<file path="src/rtl/fpu_pkg.sv">
// Shared constants for the FPU issue queue: precision-derived field sizes,
// op codes and result flag bit positions.
package fpu_pkg;

    localparam int OP_W    = 3;
    localparam int RMODE_W = 2;
    localparam int FLAG_W  = 8;

    localparam logic [2:0] OP_ADD = 3'd0;
    localparam logic [2:0] OP_SUB = 3'd1;
    localparam logic [2:0] OP_MUL = 3'd2;
    localparam logic [2:0] OP_DIV = 3'd3;

    // Flag vector is {snan,qnan,inf,ine,overflow,underflow,div_by_zero,zero}.
    localparam int FLAG_SNAN = 7;
    localparam int FLAG_QNAN = 6;
    localparam int FLAG_INF  = 5;
    localparam int FLAG_INE  = 4;
    localparam int FLAG_OVF  = 3;
    localparam int FLAG_UNF  = 2;
    localparam int FLAG_DBZ  = 1;
    localparam int FLAG_ZERO = 0;

    // Precision select: 0 = double, 1 = single, 2 = half.
    function automatic int fpu_width(input int fpu_type);
        return 16 << (2 - fpu_type);
    endfunction

    function automatic int fpu_exp_size(input int fpu_type);
        case (fpu_type)
            0:       return 11;
            1:       return 8;
            default: return 5;
        endcase
    endfunction

    function automatic int fpu_mant_size(input int fpu_type);
        case (fpu_type)
            0:       return 52;
            1:       return 23;
            default: return 10;
        endcase
    endfunction

    function automatic int fpu_bias(input int fpu_type);
        return (1 << (fpu_exp_size(fpu_type) - 1)) - 1;
    endfunction

endpackage

</file>
<file path="src/rtl/fpu_sync_fifo.sv">
// Synchronous FIFO with a registered head word and occupancy count;
// push-when-full and pop-when-empty are ignored.
module fpu_sync_fifo #(
    parameter int WIDTH = 8,
    parameter int DEPTH = 4,
    localparam int AW = $clog2(DEPTH),
    localparam int CW = $clog2(DEPTH) + 1
) (
    input  logic             clk,
    input  logic             rst_n,
    input  logic             push,
    input  logic [WIDTH-1:0] wdata,
    input  logic             pop,
    output logic [WIDTH-1:0] head,
    output logic [CW-1:0]    count
);

    logic [WIDTH-1:0] mem_r [DEPTH];
    logic [AW-1:0]    wr_ptr_r;
    logic [AW-1:0]    rd_ptr_r;
    logic [CW-1:0]    count_r;
    logic [WIDTH-1:0] head_r;
    logic [WIDTH-1:0] head_next_s;
    logic             push_ok_s;
    logic             pop_ok_s;

    assign push_ok_s = push && (count_r != CW'(DEPTH));
    assign pop_ok_s  = pop && (count_r != {CW{1'b0}});

    // Next head: the following stored entry on pop, or the incoming word when it lands at the front.
    always_comb begin
        head_next_s = head_r;
        if (pop_ok_s) begin
            if (count_r == CW'(1)) begin
                head_next_s = push_ok_s ? wdata : head_r;
            end else begin
                head_next_s = mem_r[rd_ptr_r + AW'(1)];
            end
        end else if (push_ok_s && (count_r == {CW{1'b0}})) begin
            head_next_s = wdata;
        end else begin
            head_next_s = head_r;
        end
    end

    // Storage, pointers (wrap naturally at power-of-two depth) and count.
    always_ff @(posedge clk) begin
        if (!rst_n) begin
            for (int i = 0; i < DEPTH; i++) begin
                mem_r[i] <= {WIDTH{1'b0}};
            end
            wr_ptr_r <= {AW{1'b0}};
            rd_ptr_r <= {AW{1'b0}};
            count_r  <= {CW{1'b0}};
            head_r   <= {WIDTH{1'b0}};
        end else begin
            if (push_ok_s) begin
                mem_r[wr_ptr_r] <= wdata;
                wr_ptr_r        <= wr_ptr_r + AW'(1);
            end
            if (pop_ok_s) begin
                rd_ptr_r <= rd_ptr_r + AW'(1);
            end
            count_r <= count_r + CW'(push_ok_s) - CW'(pop_ok_s);
            head_r  <= head_next_s;
        end
    end

    assign head  = head_r;
    assign count = count_r;

endmodule

</file>
<file path="src/rtl/fpu_issue_queue.sv">
// Decouples requesters from a fixed-latency FPU core: input queue, credit-based
// issue, valid shift register tracking in-flight ops, and an in-order result queue.
module fpu_issue_queue
    import fpu_pkg::*;
#(
    parameter int FPU_TYPE = 1,
    parameter int DEPTH    = 4,
    parameter int FPU_LAT  = 4,
    localparam int W = fpu_width(FPU_TYPE)
) (
    input  logic         clk,
    input  logic         rst_n,
    input  logic         in_valid,
    output logic         in_ready,
    input  logic [2:0]   in_op,
    input  logic [1:0]   in_rmode,
    input  logic [W-1:0] in_opa,
    input  logic [W-1:0] in_opb,
    output logic         out_valid,
    input  logic         out_ready,
    output logic [W-1:0] out_res,
    output logic [7:0]   out_flags,
    output logic [2:0]   fpu_op,
    output logic [1:0]   fpu_rmode,
    output logic [W-1:0] fpu_opa,
    output logic [W-1:0] fpu_opb,
    input  logic [W-1:0] fpu_out,
    input  logic [7:0]   fpu_flags,
    output logic         busy
);

    localparam int CW = $clog2(DEPTH) + 1;
    localparam int IW = OP_W + RMODE_W + 2 * W;
    localparam int OW = W + FLAG_W;

    logic [IW-1:0]      in_head_s;
    logic [CW-1:0]      in_count_s;
    logic [OW-1:0]      out_head_s;
    logic [CW-1:0]      out_count_s;
    logic               in_push_s;
    logic               out_pop_s;
    logic               issue_s;
    logic               capture_s;
    logic [FPU_LAT-1:0] vsr_r;
    logic [FPU_LAT-1:0] vsr_next_s;
    logic [2:0]         fpu_op_r;
    logic [1:0]         fpu_rmode_r;
    logic [W-1:0]       fpu_opa_r;
    logic [W-1:0]       fpu_opb_r;

    function automatic int count_ones(input logic [FPU_LAT-1:0] v);
        int n;
        n = 0;
        for (int i = 0; i < FPU_LAT; i++) begin
            n += int'(v[i]);
        end
        return n;
    endfunction

    assign in_ready  = (in_count_s < CW'(DEPTH));
    assign in_push_s = in_valid && in_ready;
    assign out_valid = (out_count_s != {CW{1'b0}});
    assign out_pop_s = out_valid && out_ready;

    // Only issue when the result queue is guaranteed a slot on return.
    assign issue_s = (in_count_s != {CW{1'b0}}) &&
                     ((int'(out_count_s) + count_ones(vsr_r)) < DEPTH);

    assign vsr_next_s = (vsr_r << 1'b1) | FPU_LAT'(issue_s);
    assign capture_s  = vsr_r[FPU_LAT-1];

    fpu_sync_fifo #(.WIDTH(IW), .DEPTH(DEPTH)) u_in_q (
        .clk   (clk),
        .rst_n (rst_n),
        .push  (in_push_s),
        .wdata ({in_op, in_rmode, in_opa, in_opb}),
        .pop   (issue_s),
        .head  (in_head_s),
        .count (in_count_s)
    );

    fpu_sync_fifo #(.WIDTH(OW), .DEPTH(DEPTH)) u_out_q (
        .clk   (clk),
        .rst_n (rst_n),
        .push  (capture_s),
        .wdata ({fpu_out, fpu_flags}),
        .pop   (out_pop_s),
        .head  (out_head_s),
        .count (out_count_s)
    );

    // In-flight tracker; cleared on reset so results already in the core are dropped.
    always_ff @(posedge clk) begin
        if (!rst_n) begin
            vsr_r <= {FPU_LAT{1'b0}};
        end else begin
            vsr_r <= vsr_next_s;
        end
    end

    // Core operand registers, loaded from the input queue head on issue.
    always_ff @(posedge clk) begin
        if (!rst_n) begin
            fpu_op_r    <= 3'd0;
            fpu_rmode_r <= 2'd0;
            fpu_opa_r   <= {W{1'b0}};
            fpu_opb_r   <= {W{1'b0}};
        end else if (issue_s) begin
            fpu_op_r    <= in_head_s[IW-1 -: 3];
            fpu_rmode_r <= in_head_s[IW-4 -: 2];
            fpu_opa_r   <= in_head_s[2*W-1 -: W];
            fpu_opb_r   <= in_head_s[W-1:0];
        end else begin
            fpu_op_r    <= fpu_op_r;
            fpu_rmode_r <= fpu_rmode_r;
            fpu_opa_r   <= fpu_opa_r;
            fpu_opb_r   <= fpu_opb_r;
        end
    end

    assign fpu_op    = fpu_op_r;
    assign fpu_rmode = fpu_rmode_r;
    assign fpu_opa   = fpu_opa_r;
    assign fpu_opb   = fpu_opb_r;
    assign out_res   = out_head_s[OW-1:FLAG_W];
    assign out_flags = out_head_s[FLAG_W-1:0];
    assign busy      = (in_count_s != {CW{1'b0}}) || out_valid || (|vsr_r);

endmodule

</file>
<file path="config.mk">
export PLATFORM = sky130hd
export DESIGN_NAME = fpu_issue_queue
export DESIGN_NICKNAME = d
export VERILOG_FILES = /design/src/rtl/fpu_pkg.sv /design/src/rtl/fpu_sync_fifo.sv /design/src/rtl/fpu_issue_queue.sv
export SDC_FILE = /design/constraint.sdc
export NUM_CORES = 1
export LEC_CHECK = 0
export BUFFER_PORTS_ARGS = -buffer_cell sky130_fd_sc_hd__buf_2
export CORE_ASPECT_RATIO = 0.7
export CORE_MARGIN = 2
export CORE_UTILIZATION = 59
export DETAILED_ROUTE_END_ITERATION = 6
export PLACE_DENSITY = 0.84
export RECOVER_POWER = 25
export SYNTH_ARGS = -nofsm -noshare
export SYNTH_HDL_FRONTEND = slang
export SYNTH_SLANG_ARGS = --single-unit
</file>
<file path="constraint.sdc">
create_clock -name clk -period 8.7 [get_ports clk]
set_input_delay 1.74 -clock clk [delete_from_list [all_inputs] [get_ports clk]]
set_output_delay 1.74 -clock clk [all_outputs]
set_load 0.05 [all_outputs]
</file>
# == Yosys cells after proc, flatten, opt, wreduce, memory -nomap -nowiden ==
# Memory sizes are Yosys's and may differ from the RTL's.
# Cells that the tools add are included.
# classes
addsub,12
n_eq_ne,6
n_reduce_logical,22
order_cmp,2
bitwise,1
n_mux,21
# ops
operator,n
2-to-1 mux 69 bit,5
2-to-1 mux 40 bit,5
OR reduction 69 bit,1
OR reduction 40 bit,1
logical AND 1 bit,9
2-to-1 mux 1 bit,9
"adder 2 x 1 -> 2 bit, second input constant",4
adder 3 x 1 -> 3 bit,2
"equality test 3 x 1 -> 1 bit, second input constant",2
logical NOT 3 bit,2
"!= test 3 x 2 -> 1 bit, second input constant",2
"!= test 3 bit, second input constant",2
nonzero test 3 bit,2
subtractor 3 x 1 -> 3 bit,2
adder 3 x 4 -> 5 bit,1
"less-than comparator 5 x 3 -> 1 bit, second input constant",1
adder 3 x 1 -> 4 bit,1
2-to-1 mux 2 bit,2
OR 4 x 1 -> 4 bit,1
AND reduction 2 bit,2
nonzero test 2 bit,2
OR reduction 4 bit,1
adder 2 x 1 -> 3 bit,1
"less-than comparator 3 bit, second input constant",1
other kinds (2),3
# word_totals
output_inout_bits,112
mem_bits_rw,436
reg_bits,196
wordCells,79
memories,2
inputBits,113
# memory_table
memory,words,width,read_ports,rd_ports_with_merged_regs,wr,line_no,text
u_in_q.mem_r,4,69,1,0,4,fpu_sync_fifo.sv:18,logic [WIDTH-1:0] mem_r [DEPTH];
u_out_q.mem_r,4,40,1,0,4,fpu_sync_fifo.sv:18,

# == Logic depth before layout (Yosys ltp) ==
# depth
ltp_word,9
ltp_mapped,15
ltp_nobuf,13

# == Cells and area by module ==
# From an unflattened synthesis, not the netlist that was laid out.
# hier_totals
hier_cells,2076
hier_area_um2,27169.8
# modules_own_cells
module,cells_each,seq_area_each_um2,area_each_um2,instances
fpu_sync_fifo (u_in_q),1099,9809.4,15067.0,1
fpu_sync_fifo (u_out_q),656,5745.5,9085.0,1
fpu_issue_queue,321,1461.4,3017.9,1

# == Least setup slack after synthesis ==
# No wires, ideal clock.
# synth_path
kind,input -> register
from,input in_valid
to,"memory u_in_q.mem_r[1][0] (netlist bit), enable pin"
arrival_ns,6.877
t_required_ns,8.108
cell_stages,3
setup_ns,0.592
slack_ns,1.231
path_buffers,1
path_cell_list,buf_2 -> nand2_1 -> o21ai_0
# synth_lines
element,line_no,text
"start, declared",fpu_issue_queue.sv:13,"input logic in_valid,"
"end, declared",fpu_sync_fifo.sv:18,

==> flow_summary.ini <==
[worst_setup_path]
path_max_fanout = 86
rr_worst_depth = 7
reg2reg_slack_ns = 3.12
start_kind = input pin
worstPathRequired_ns = 8.96
critPathArrivalTime_ns = 6.16
end_kind = register
r2r_start = vsr_r[3]
r2r_end = u_in_q.head[4]
path_class = input pin to register

[worst_hold_path]
holdPathStages = 2
worst_hold_path.endpoint = fpu_opa[5]
hp-start = u_in_q.head[37]
hold_class = register to register

[flow_run]
drv_cap = 2

[cts]
cts_hold_buf = 0
cts.clk_slew.worst_paths_ns = 0.06
clockBufferDepth = 3
cts.root.buffer_cell = clkbuf_16
cts_buffers = 58
cts_setup_buffers = 0
cts_tree = yes
clk_latency_ns = 0.62
cts_max_level = 2
clock_sinks = 632
cts_resized = 0

[routing]
wl_per_cell_um = 22.6
drc_errors = 0
dr.first_iter.drc_count = 1998
detail-route-antenna-nets = 0
wl_mm = 64.2
vias = 17456
first_pass_iters = 5
vias_per_cell = 6.13

[global_routing]
use_met1 = 0.379
met2_usage = 0.436
met3_usage = 0.0602
antenna_found_initial = 8
grt_use_total = 0.274
grt_pass1_vias = 18103
top_usage_layer = met2
gr-total-overflow = 0
grt_max_degree = 87
grt_pass1_wl_mm = 99.3

[floorplan]
start_util = 0.601
die_area_um2 = 46500
core_area_um2 = 44000
die_h_um = 181
fp.dieW_um = 257
io_pins = 225
rows = 64

[power]
power.leakage_nw = 11.2
vdd_drop_max_mv = 0.266
powerDensity_nw_per_um2 = 309

[placement]
gp_congestion = 0.803
dpl-instance-area_um2 = 27900
dp_hpwl_mm = 35.4
placed_cells = 2729
io_buffers = 224

[sta]
setup_tns_ns = 0
timing.final.hold_violations = 0
finClkSkew_ns = 0.0558
rsz0062_at_grt = no
worst_pin_slew_ns = 4.30
slew_violations = 112
max_slew_margin = -1.87
fmax_mhz = 169
period_needed_ns = 5.90
setup_viol = 0
period_share = 0.679

[yosys]
synth_edf_count = 436
ys_ff_latch = 632
yosysWarningCount = 0
syn_area_um2 = 26400
synth_seq_area_share = 0.644
yosysUniqueCellTypes = 45
synth-main-ff-cell = edfxtp_1
postSynthCellCount = 2045
ys_async_sr_fraction = 0
syn-mean-instance-area_um2 = 12.9
synth_nets = 2168

[cells_and_area]
multi_input_area_um2 = 8350
area_growth_pct = 12.3
fillers = 3014
regArea_um2 = 17000
fin_cells = 2846
final_area_um2 = 29700
fin_nets = 2318
final_cell_mix = edfxtp_1 (436), nor2_1 (290), nand2_1 (254), dfxtp_1 (192), clkbuf_1 (125)
final_common_cell = edfxtp_1
drive_above_1_share = 0.163

[outcome]
violations = max-capacitance violations, max-slew violations
outcome = finished with violations
[per-stage QoR]
step	setup WS, ns	utilization	power, mW	hold slack, ns
final	2.80	0.676	9.18	0.452
after global placement	3.56	0.635	6.54	0.438
after detailed placement	3.53	0.635	6.64	0.444
after floorplan	1.23	-	5.94	0.444
after CTS	4.13	0.679	9.20	0.452
after global routing	2.57	0.675	9.52	0.474
[layout make-up]
class	count	share of cell area
Antenna cell	7	0.000590
Multi-Input combinational cell	1129	0.281
Inverter	123	0.0156
Sequential cell	632	0.573
Tap cell	594	0.0250
Clock buffer	74	0.0526
Timing Repair Buffer	251	0.0397
Clock inverter	36	0.0122
[power by group]
part	leakage, nW	switching, mW	internal [mW]	total [mW]
Combinational	4.10	1.72	0.811	2.53
Sequential	6.13	0.350	3.70	4.05
Clock	0.941	1.11	1.48	2.59
Total	11.2	3.19	5.99	9.18
[cell families after synthesis]
| logic type | synth area share |
|---|---|
| buf+inv | 0.0449 |
| xor+xnor | 0.00364 |
| fa+ha+maj | 0.00558 |
| mux | 0.0936 |
| simple gates | 0.124 |
| flops | 0.644 |
| compound gates | 0.0844 |
[worst max path at each step]
stage | to | depth (start not counted) | slack (ns) | from
final | u_out_q.mem_r[0][32] | 7 | 2.80 | rst_n
after CTS | u_out_q.mem_r[0][2] | 7 | 4.13 | rst_n
after floorplan | u_in_q.mem_r[1][0] | 3 | 1.23 | in_valid
after global routing | u_out_q.mem_r[0][32] | 7 | 2.57 | rst_n
after global placement | u_out_q.mem_r[0][5] | 7 | 3.56 | rst_n
after detailed placement | u_out_q.mem_r[0][2] | 7 | 3.53 | rst_n
[worst max-delay path, stage by stage]
cell      delay [ns]
buf_4           0.62
and3_1          0.27
clkbuf_1        1.69
nor3b_4         0.40
buf_4           0.41
nand2b_2        0.55
buf_4           0.42
[registers in the layout (all words and copies together) (netlist names)]
name	count
u_in_q.mem_r	276
u_out_q.mem_r	160
u_in_q.head	69
u_out_q.head	40
fpu_opa	32
fpu_opb	32
vsr_r	4
fpu_op	3
u_in_q.count	3
u_out_q.count	3
fpu_rmode	2
u_in_q.rd_ptr_r	2
u_in_q.wr_ptr_r	2
u_out_q.rd_ptr_r	2
u_out_q.wr_ptr_r	2
[Yosys cell counts, drive strengths merged, types with 44 or more instances]
cell type  count  area share
edfxtp       436        0.50
inv          122       0.017
dfxtp        196        0.15
and2         125       0.031
mux4         109       0.093
nand2        255       0.036
o32ai         70       0.023
buf           44       0.011
o221ai        69       0.023
clkbuf       117       0.017
a21boi        69       0.020
nor2         290       0.041
[routing by layer]
layer,vias up,wire (um)
li1,7689,-
met1,8570,25100
met2,1070,30700
met3,125,6920
met4,2,1530
met5,-,13
Note: power is estimated with default switching activity, not from simulation.
